**src/rtl/load_store_unit_if.sv**
```systemverilog
// Request/response and data_memory control bundle between the pipeline, the load/store unit and data_memory.
interface load_store_unit_if;
    logic        req_valid;
    logic        req_ready;
    logic        req_is_store;
    logic [2:0]  req_funct3;
    logic [31:0] req_base;
    logic [31:0] req_offset;
    logic [31:0] req_store_data;
    logic        resp_valid;
    logic [1:0]  resp_fault;
    logic [31:0] resp_data;
    logic [31:0] fault_addr;
    logic [31:0] mem_addr;
    logic [31:0] mem_write_data;
    logic        mem_read;
    logic        mem_write;
    logic        mem_signed_unsigned;
    logic [1:0]  mem_size;
    logic [31:0] mem_read_data;

    modport master (
        output req_valid, req_is_store, req_funct3, req_base, req_offset, req_store_data,
        output mem_read_data,
        input  req_ready, resp_valid, resp_fault, resp_data, fault_addr,
        input  mem_addr, mem_write_data, mem_read, mem_write, mem_signed_unsigned, mem_size
    );

    modport slave (
        input  req_valid, req_is_store, req_funct3, req_base, req_offset, req_store_data,
        input  mem_read_data,
        output req_ready, resp_valid, resp_fault, resp_data, fault_addr,
        output mem_addr, mem_write_data, mem_read, mem_write, mem_signed_unsigned, mem_size
    );
endinterface

```
**src/rtl/load_store_unit.sv**
```systemverilog
// Load/store unit: decodes one request, checks legality/alignment/range, sequences data_memory
// and returns a single-cycle response.
module load_store_unit #(
    parameter int unsigned MEM_DEPTH   = 64,
    parameter bit          CHECK_ALIGN = 1'b1
) (
    input logic              clk,
    input logic              reset,
    load_store_unit_if.slave bus
);
    typedef enum logic [2:0] {IDLE, RD_ISSUE, RD_WAIT, WR_ISSUE, RESP} state_t;

    localparam logic [1:0] FAULT_NONE    = 2'b00;
    localparam logic [1:0] FAULT_ALIGN   = 2'b01;
    localparam logic [1:0] FAULT_RANGE   = 2'b10;
    localparam logic [1:0] FAULT_ILLEGAL = 2'b11;
    localparam logic [1:0] SIZE_BYTE     = 2'b01;
    localparam logic [1:0] SIZE_HALF     = 2'b10;
    localparam logic [1:0] SIZE_WORD     = 2'b11;

    state_t      state;
    logic        mem_read_q;
    logic        mem_write_q;
    logic [31:0] mem_addr_q;
    logic [31:0] mem_write_data_q;
    logic [1:0]  mem_size_q;
    logic        mem_su_q;
    logic        resp_valid_q;
    logic [1:0]  resp_fault_q;
    logic [31:0] resp_data_q;
    logic [31:0] fault_addr_q;

    logic [31:0] ea;
    logic [1:0]  dec_size;
    logic        dec_unsigned;
    logic        dec_illegal;
    logic        dec_misaligned;
    logic        dec_range;
    logic [1:0]  dec_fault;

    always_comb begin
        dec_size     = SIZE_BYTE;
        dec_unsigned = 1'b0;
        dec_illegal  = 1'b0;
        case (bus.req_funct3)
            3'b000: dec_size = SIZE_BYTE;
            3'b001: dec_size = SIZE_HALF;
            3'b010: dec_size = SIZE_WORD;
            3'b100: begin
                dec_size     = SIZE_BYTE;
                dec_unsigned = 1'b1;
                dec_illegal  = bus.req_is_store;
            end
            3'b101: begin
                dec_size     = SIZE_HALF;
                dec_unsigned = 1'b1;
                dec_illegal  = bus.req_is_store;
            end
            default: dec_illegal = 1'b1;
        endcase

        ea             = bus.req_base + bus.req_offset;
        dec_misaligned = CHECK_ALIGN &&
                         (((dec_size == SIZE_HALF) && ea[0]) ||
                          ((dec_size == SIZE_WORD) && (ea[1:0] != 2'b00)));
        dec_range      = (ea >= MEM_DEPTH);

        if (dec_illegal)         dec_fault = FAULT_ILLEGAL;
        else if (dec_misaligned) dec_fault = FAULT_ALIGN;
        else if (dec_range)      dec_fault = FAULT_RANGE;
        else                     dec_fault = FAULT_NONE;
    end

    // Memory controls are latched at acceptance so they hold from issue through RESP.
    always_ff @(posedge clk) begin
        if (reset) begin
            state            <= IDLE;
            mem_read_q       <= 1'b0;
            mem_write_q      <= 1'b0;
            mem_addr_q       <= '0;
            mem_write_data_q <= '0;
            mem_size_q       <= '0;
            mem_su_q         <= 1'b0;
            resp_valid_q     <= 1'b0;
            resp_fault_q     <= '0;
            resp_data_q      <= '0;
            fault_addr_q     <= '0;
        end else begin
            mem_read_q   <= 1'b0;
            mem_write_q  <= 1'b0;
            resp_valid_q <= 1'b0;
            case (state)
                IDLE: begin
                    if (bus.req_valid) begin
                        if (dec_fault != FAULT_NONE) begin
                            resp_valid_q <= 1'b1;
                            resp_fault_q <= dec_fault;
                            fault_addr_q <= ea;
                            resp_data_q  <= '0;
                            state        <= RESP;
                        end else begin
                            mem_addr_q <= ea;
                            mem_size_q <= dec_size;
                            mem_su_q   <= dec_unsigned;
                            if (bus.req_is_store) begin
                                mem_write_data_q <= bus.req_store_data;
                                mem_write_q      <= 1'b1;
                                state            <= WR_ISSUE;
                            end else begin
                                mem_read_q <= 1'b1;
                                state      <= RD_ISSUE;
                            end
                        end
                    end
                end
                RD_ISSUE: state <= RD_WAIT;
                RD_WAIT: begin
                    resp_data_q  <= bus.mem_read_data;
                    resp_fault_q <= FAULT_NONE;
                    resp_valid_q <= 1'b1;
                    state        <= RESP;
                end
                WR_ISSUE: begin
                    resp_data_q  <= '0;
                    resp_fault_q <= FAULT_NONE;
                    resp_valid_q <= 1'b1;
                    state        <= RESP;
                end
                RESP: begin
                    mem_addr_q       <= '0;
                    mem_write_data_q <= '0;
                    mem_size_q       <= '0;
                    mem_su_q         <= 1'b0;
                    resp_fault_q     <= '0;
                    resp_data_q      <= '0;
                    fault_addr_q     <= '0;
                    state            <= IDLE;
                end
                default: state <= IDLE;
            endcase
        end
    end

    // Strobes are masked by reset so an abandoned issue cycle never reaches data_memory.
    assign bus.mem_read            = mem_read_q & ~reset;
    assign bus.mem_write           = mem_write_q & ~reset;
    assign bus.req_ready           = (state == IDLE) & ~reset;
    assign bus.mem_addr            = mem_addr_q;
    assign bus.mem_write_data      = mem_write_data_q;
    assign bus.mem_size            = mem_size_q;
    assign bus.mem_signed_unsigned = mem_su_q;
    assign bus.resp_valid          = resp_valid_q;
    assign bus.resp_fault          = resp_fault_q;
    assign bus.resp_data           = resp_data_q;
    assign bus.fault_addr          = fault_addr_q;
endmodule

```
**src/flat_wrapper.sv**
```systemverilog
// flat-port wrapper written by rule: the top's interface ports become plain ports
module load_store_unit_flat 
#(
    parameter int unsigned MEM_DEPTH   = 64,
    parameter bit          CHECK_ALIGN = 1'b1
)
  (clk, reset, bus_req_valid, bus_req_is_store, bus_req_funct3, bus_req_base, bus_req_offset, bus_req_store_data, bus_mem_read_data, bus_req_ready, bus_resp_valid, bus_resp_fault, bus_resp_data, bus_fault_addr, bus_mem_addr, bus_mem_write_data, bus_mem_read, bus_mem_write, bus_mem_signed_unsigned, bus_mem_size);
  load_store_unit_if bus_i ();
  input logic clk;
  input logic reset;
  input wire logic [$bits(bus_i.req_valid)-1:0] bus_req_valid;
  input wire logic [$bits(bus_i.req_is_store)-1:0] bus_req_is_store;
  input wire logic [$bits(bus_i.req_funct3)-1:0] bus_req_funct3;
  input wire logic [$bits(bus_i.req_base)-1:0] bus_req_base;
  input wire logic [$bits(bus_i.req_offset)-1:0] bus_req_offset;
  input wire logic [$bits(bus_i.req_store_data)-1:0] bus_req_store_data;
  input wire logic [$bits(bus_i.mem_read_data)-1:0] bus_mem_read_data;
  output wire logic [$bits(bus_i.req_ready)-1:0] bus_req_ready;
  output wire logic [$bits(bus_i.resp_valid)-1:0] bus_resp_valid;
  output wire logic [$bits(bus_i.resp_fault)-1:0] bus_resp_fault;
  output wire logic [$bits(bus_i.resp_data)-1:0] bus_resp_data;
  output wire logic [$bits(bus_i.fault_addr)-1:0] bus_fault_addr;
  output wire logic [$bits(bus_i.mem_addr)-1:0] bus_mem_addr;
  output wire logic [$bits(bus_i.mem_write_data)-1:0] bus_mem_write_data;
  output wire logic [$bits(bus_i.mem_read)-1:0] bus_mem_read;
  output wire logic [$bits(bus_i.mem_write)-1:0] bus_mem_write;
  output wire logic [$bits(bus_i.mem_signed_unsigned)-1:0] bus_mem_signed_unsigned;
  output wire logic [$bits(bus_i.mem_size)-1:0] bus_mem_size;
  assign bus_i.req_valid = bus_req_valid;
  assign bus_i.req_is_store = bus_req_is_store;
  assign bus_i.req_funct3 = bus_req_funct3;
  assign bus_i.req_base = bus_req_base;
  assign bus_i.req_offset = bus_req_offset;
  assign bus_i.req_store_data = bus_req_store_data;
  assign bus_i.mem_read_data = bus_mem_read_data;
  assign bus_req_ready = bus_i.req_ready;
  assign bus_resp_valid = bus_i.resp_valid;
  assign bus_resp_fault = bus_i.resp_fault;
  assign bus_resp_data = bus_i.resp_data;
  assign bus_fault_addr = bus_i.fault_addr;
  assign bus_mem_addr = bus_i.mem_addr;
  assign bus_mem_write_data = bus_i.mem_write_data;
  assign bus_mem_read = bus_i.mem_read;
  assign bus_mem_write = bus_i.mem_write;
  assign bus_mem_signed_unsigned = bus_i.mem_signed_unsigned;
  assign bus_mem_size = bus_i.mem_size;
  load_store_unit #(.MEM_DEPTH(MEM_DEPTH), .CHECK_ALIGN(CHECK_ALIGN)) u_core (.clk(clk), .reset(reset), .bus(bus_i));
endmodule
```
**config.mk**
```make
export PLATFORM = sky130hd
export DESIGN_NAME = load_store_unit_flat
export DESIGN_NICKNAME = d
export VERILOG_FILES = /design/src/rtl/load_store_unit_if.sv /design/src/rtl/load_store_unit.sv /design/src/flat_wrapper.sv
export SDC_FILE = /design/constraint.sdc
export NUM_CORES = 1
export LEC_CHECK = 0
export BUFFER_PORTS_ARGS = -buffer_cell sky130_fd_sc_hd__buf_4
export CAP_MARGIN = 20
export CORE_MARGIN = 1
export CORE_UTILIZATION = 50
export DETAILED_ROUTE_END_ITERATION = 10
export PLACE_DENSITY = 0.81
export REMOVE_ABC_BUFFERS = 1
export SYNTH_ARGS = -nofsm -noshare
export SYNTH_HDL_FRONTEND = slang
export SYNTH_SLANG_ARGS = --single-unit
```
**constraint.sdc**
```tcl
create_clock -name clk -period 4.7 [get_ports clk]
set_input_delay 0.235 -clock clk [delete_from_list [all_inputs] [get_ports clk]]
set_output_delay 0.235 -clock clk [all_outputs]
set_load 0.01 [all_outputs]
```
==> results of run 1 <==
==> cells in the mapped netlist (5+ instances only) <==
library cell and n:
a211oi_1 5, a21o_1 8, a21oi_1 43, a31oi_1 6, a32o_1 16, a41o_1 33
and2_1 63, buf_2 11, buf_4 5, clkbuf_1 29, dfxtp_1 139, ha_1 31
inv_1 7, mux2i_1 9, nand2_1 109, nand2b_1 5, nand3_1 45, nand3b_1 8
nand4_1 8, nor2_1 35, nor2b_1 5, nor3_1 10, o211ai_1 37, o21a_1 8
o21ai_0 19, o2bb2ai_1 9, xnor2_1 17, xor2_1 10
==> worst max-delay path, cell delays in order <==
cell,delay [ps]
buf_4,110
ha_1,230
fa_1,430
a211oi_1,360
o211ai_1,200
a211oi_2,360
xor2_1,300
o221ai_1,170
or4_1,410
or4_4,550
nor4_4,310
buf_4,180
and4_2,230
buf_12,260
nand3_1,130
o211ai_1,160
==> power by group through the flow <==
| stage | clock [W] | combinational, W | sequential [W] |
|---|---|---|---|
| floorplan | 0 | 0.000310 | 0.00126 |
| global placement | 0 | 0.000561 | 0.00125 |
| detailed placement | 0 | 0.000564 | 0.00125 |
| CTS | 0.00133 | 0.000566 | 0.00123 |
| global route | 0.00139 | 0.000621 | 0.00123 |
| finish | 0.00132 | 0.000572 | 0.00123 |
==> area by class of cell <==
type	instances	share of cell area
clock buffer	19	0.0449
clock inverter	13	0.0146
inverter	8	0.00304
multi-input combinational	606	0.413
sequential	139	0.282
tap	180	0.0228
timing repair buffer	286	0.220
==> sequential cells by signal, summed over array words and instances, names as in the netlist <==
signal / cells
u_core.state: 3
u_core.bus.mem_size: 2
u_core.mem_write_q: 1
u_core.bus.mem_signed_unsigned: 1
u_core.bus.resp_data: 32
u_core.bus.resp_valid: 1
u_core.bus.fault_addr: 32
u_core.bus.mem_write_data: 32
u_core.bus.resp_fault: 2
u_core.mem_read_q: 1
u_core.bus.mem_addr: 32
==> layout by cell type, fill, tap and decap left out, types with 4 or more instances in the layout <==
cell	synthesis	layout
nor2_1	35	33
xor2_1	10	10
and3_1	4	4
xnor2_1	17	17
o211ai_1	37	37
or2_2	4	4
clkbuf_16	0	17
a21o_1	8	8
nor2b_1	5	5
nor3_1	10	10
nand2_1	109	109
a32o_1	16	16
inv_1	7	7
nand4_1	8	8
clkinvlp_4	0	4
nand3_1	45	45
buf_4	5	284
nor4_1	4	4
nand3b_1	8	8
o2bb2ai_1	9	9
o21a_1	8	8
a41o_1	33	33
a21oi_1	43	43
nand2b_1	5	5
a211oi_1	5	5
a31oi_1	6	6
mux2i_1	9	9
and2_1	63	63
o21ai_0	19	19
ha_1	31	31
dfxtp_1	139	139
==> metal layers <==
| layer | share of wire | vias up |
|---|---|---|
| li1 | - | 3487 |
| met4 | 0.025 | 0 |
| met3 | 0.074 | 36 |
| met1 | 0.42 | 3365 |
| met2 | 0.48 | 297 |
| met5 | 0 | - |
==> per-stage QoR <==
stage | instance area [sq um] | setup TNS (ps) | hold WS [ps]
finish | 9870 | 0 | 23.6
global route | 9870 | 0 | 21.0
global placement | 9290 | 0 | 443
detailed placement | 9290 | 0 | 441
floorplan | 6870 | -4220 | 304
CTS | 9870 | 0 | 7.17
==> cell families after synthesis <==
logic type | Yosys count | synth area share
muxes | 9 | 0.0126
xor gates and xnor gates | 27 | 0.0332
DFF | 139 | 0.391
buffers and inverters | 60 | 0.0397
adders and majority gates | 32 | 0.0573
and+or+nand+nor | 316 | 0.226
AOI/OAI and AO/OA | 222 | 0.241
==> final timing paths <==
check	startpoint	endpoint	slack [ps]
worst min register to register	u_core.bus.mem_addr[6]	u_core.bus.mem_addr[6]	460
worst max register to register	u_core.state[2]	u_core.bus.fault_addr[8]	1950
worst max-delay path	bus_req_offset[0]	u_core.bus.mem_write_data[3]	380
worst min-delay path	bus_req_is_store	u_core.mem_read_q	20
==> metrics.txt, run 1 <==
status=completed; crit path DAT=4650 ps; Main synth FF type=dfxtp_1; # nets final=1225; Clock Latency Late Sink=410 ps; Initial Util=0.513; hold buffer count at cts=0; sequential-to-total area share from yosys stat=0.391; final core utilization=0.711; Ant. Diodes=0; Final GP Congestion=roughly 0.94; Max Cap Viol=0; R2R cell count=6; total internal power=0.00226 W; site row count=43; Sequential Area=around 2800 sq um; Synth Cell Area=7120 sq um; combinational share of power=0.184; DR vias/cell=5.74; M2 GR Usage=0.455; CTS clk-pin slew, worst paths=~60 ps; Core Box Area=13900 sq um; Die Y=121 um; met1 usage=0.355; CTS Buffer Depth=2; clock power share=0.423; layout cell share with drive strength beyond 1=0.317; Slew @ Worst Pin=1020 ps; global-route wire length before repair=about 33000 um; CTS buffer count=17; overall power=0.00311 W; synth warn=0; Max VDD drop=263 uV; aggregate global-route resource usage=0.278; clock skew=about 5.9 ps; Seq cells post-synth=139; Layout area overhead=38.6%; grt ovf=0; I/O pin count=between 200 and 300; routed length per placed instance=16.7 um; area taken by multi-input logic gates=4080 sq um; busiest layer in global routing=met2; HPWL after DPL=15600 um; routed wire length=20900 um; Avg Cell Area, Syn=8.85 sq um; vias in the first global route=~6500; RSZ-0062 raised after global routing=false; M3 GR Usage=0.0648; CTS tree=yes; critical-path maximum fanout=between 60 and 70; largest net degree at the start of global routing=67; Final Max Slew Viols=0; hold path cells=2; crit path capture type=flop; Final setup viols=0; Post-synth ARST share=0; switch share=0.273; antenna violations before repair=0; total die area=14700 sq um; Cells after Synth=805; min Tclk post-route=4320 ps; post_cts resized=0; Net Switching=0.000850 W; Yosys cell types=70; Final Hold Violating Endpoints=0; power per cell area=between 300 and 400 nW/um^2; # placed instances=1219; IO buf count=271; DRT Pass-1 Iters=5; ANT nets after route=0; part of the power in registers=0.394; chip width=121 um; DRC Markers=0; Synth area leader=dfxtp_1; Final Instance Count excl. Fillers=1251; Highest Clock Rate=between 0.2 and 0.25 GHz; Rel. slew slack=0.321; pre-CTS setup slack=approximately 86 ps; EDFF count, synth=0; CTS H-tree depth=4; Final Cycle Share=0.920; cells taking the most area after synthesis=dfxtp_1 (39%), nand2_1 (5.7%), and2_1 (5.5%); Via Count=7185; post-CTS setup buffers=0; Sink Count=139; Critical Path Start Type=input port; Synth top area share=0.391; worst hold path class=input port to flop; DR iter-0 viols=649; critical path type=input port to flop; Pleak=4.48 nW; WP data required=5030 ps; final setup margin=378 ps; root buffer cell=clkbuf_16; Filler cells=1135
Power figures use the tool's default switching activity.
==> run 2: changes to the inputs <==
--- a/config.mk
+++ b/config.mk
@@ -7,6 +7,7 @@
 export LEC_CHECK = 0
 export BUFFER_PORTS_ARGS = -buffer_cell sky130_fd_sc_hd__buf_4
 export CAP_MARGIN = 20
+export CORE_ASPECT_RATIO = 0.6
 export CORE_MARGIN = 1
 export CORE_UTILIZATION = 50
 export DETAILED_ROUTE_END_ITERATION = 10
==> run 2 against run 1 <==
  * Wire length up 5.5%
  * Largest power group unchanged
  * First-iteration DRC count down 18%
  * Critical path type unchanged
  * Utilization up 0.71 points
  * Cell area up 0.34%
==> metrics.txt, run 2 (synthesis gave the netlist of run 1 again) <==
status=completed; post-CTS setup buffers=0 (unchanged); Ant. Diodes=0 (unchanged); most frequent cells in the layout=buf_4 (284), dfxtp_1 (139), nand2_1 (109); hold path endpoint=u_core.mem_read_q; commonest non-fill, non-tap cell in the layout=buf_4; Final GP Congestion=0.951 (+0.91%); global-route wire length before repair=33900 um (+3.9%); Die Y=94.5 um (-22%); Top Family by Delay on Critical Path=simple AND/OR/NAND/NOR gates; crit path DAT=4540 ps (-110 ps); Layout area overhead=39.1%; crit path capture type=flop; worst flop-to-flop path endpoint=u_core.bus.fault_addr[19]; CP Cell Sequence=buf_4 -> ha_1 -> fa_1 -> a211oi_1 -> o211ai_1 -> a211oi_2 -> xor2_1 -> o221ai_1 -> or4_1 -> or4_4 -> nor4_4 -> a31oi_2 -> buf_4 -> nand2_1 -> o2bb2ai_1; Slew @ Worst Pin=1020 ps (+5.27 ps); overall power=0.00311 W (-0.10%); CTS Buffer Depth=2 (unchanged); antenna violations before repair=0 (unchanged); Max Cap Viol=0 (unchanged); Final Hold Violating Endpoints=0 (unchanged); I/O pin count=272 (unchanged); Sink Count=139 (unchanged); Highest Clock Rate=0.235 GHz (+1.7%); vias in the first global route=6592 (+1.7%); Max VDD drop=235 uV (-11%); # nets final=1227 (+0.16%); aggregate global-route resource usage=0.291 (+0.0132); critical-path maximum fanout=9 (-86%); r2r startpoint=u_core.state[1]; DRT Pass-1 Iters=7 (+2); CTS buffer count=17 (unchanged); HPWL after DPL=16500 um (+6.4%); clock skew=11.2 ps (+5.26 ps); DR vias/cell=5.75 (about the same); grt ovf=0 (unchanged); CTS tree=yes; chip width=156 um (+29%); Core Box Area=13800 sq um (-0.65%); CP Buf/Inv Count=2 (-1); FF-to-FF setup slack=2000 ps (+50 ps); Initial Util=0.517 (+0.00335); site row count=33 (-23%); hold buffer count at cts=0 (unchanged); final core utilization=0.718 (+0.00710); Critical Path Start Type=input port; Final setup viols=0 (unchanged); Worst path most repeated cell=buf_4; critical path type=input port to flop; Clock Latency Late Sink=410 ps (about the same); largest net degree at the start of global routing=67 (unchanged); layout cell share with drive strength beyond 1=0.320 (+0.00220); IO buf count=271 (unchanged); CP max stage delay=560 ps (about the same); root buffer cell=clkbuf_16; total die area=14700 sq um (+0.11%); WP data required=4990 ps (-40 ps); R2R cell count=5 (-1); Filler cells=1112 (-2.0%); # placed instances=1233 (+1.1%); CTS clk-pin slew, worst paths=70 ps (about the same); crit path launch=bus_req_offset[0]; Via Count=7269 (+1.2%); Rel. slew slack=0.318 (-0.00352); hold path cells=2 (unchanged); critical path depth=15 (-1); Final Instance Count excl. Fillers=1265 (+1.1%); CTS H-tree depth=4 (unchanged); routed wire length=22000 um (+5.5%); Final Cycle Share=0.905 (-0.0149); DR iter-0 viols=530 (-18%); power per cell area=314 nW/um^2 (-0.44%); post_cts resized=0 (unchanged); critical hold path startpoint=bus_req_is_store; routed length per placed instance=17.4 um (+4.3%); Final Max Slew Viols=0 (unchanged); RSZ-0062 raised after global routing=false; DRC Markers=0 (unchanged); worst hold path class=input port to flop; Pleak=4.50 nW (+0.50%); Worst path slowest cell=or4_4; min Tclk post-route=4250 ps (-70.2 ps); ANT nets after route=0 (unchanged)
run 2: cell count changes in the layout (fill, tap and decap cells not counted), sizes merged:
| cell | before | now |
|---|---|---|
| inv | 10 | 19 |
| clkinv | 5 | 3 |
| buf | 286 | 288 |
| clkinvlp | 4 | 1 |
| bufinv | 2 | 0 |
| clkbuf | 19 | 17 |
run 2: per-layer routing:
metal,vias up,GRT usage,wire length [um]
met4,0,0.0850,365
met2,321,0.436,9480
met5,-,0,0
met3,28,0.0780,2110
li1,3509,-,-
met1,3411,0.409,10100
run 2: worst max-delay path by stage:
stage | endpoint | slack [ps]
6_report | u_core.bus.fault_addr[14] | 450
5_1_grt | u_core.bus.fault_addr[14] | 90
4_1_cts | u_core.bus.fault_addr[19] | 530
3_5_place_dp | u_core.bus.fault_addr[1] | 100
3_3_place_gp | u_core.bus.fault_addr[6] | 190
2_1_floorplan | u_core.bus.mem_write_data[0] | -130
run 2: cell type report:
type                            count  area (sq um)  area share
Clock buffer                       17           425      0.0429
Clock inverter                     15           146      0.0148
Inverter                            8          30.0     0.00303
Multi-Input combinational cell    606          4070       0.411
Sequential cell                   139          2780       0.281
Tap cell                          192           240      0.0243
Timing Repair Buffer              288          2210       0.223
run 2: power by group:
group / internal (W) / switching, W
combinational: 0.000263 / 0.000323
sequential: 0.00121 / 0.0000224
clock: 0.000708 / 0.000590
run 2: through the flow:
stage,cell area (sq um),hold slack [ps],setup slack [ps],setup TNS [ps]
floorplan,6870,304,-129,-4220
global placement,9330,444,188,0
detailed placement,9330,447,102,0
CTS,9910,28.7,526,0
global route,9910,38.5,94.6,0
finish,9910,50.3,448,0
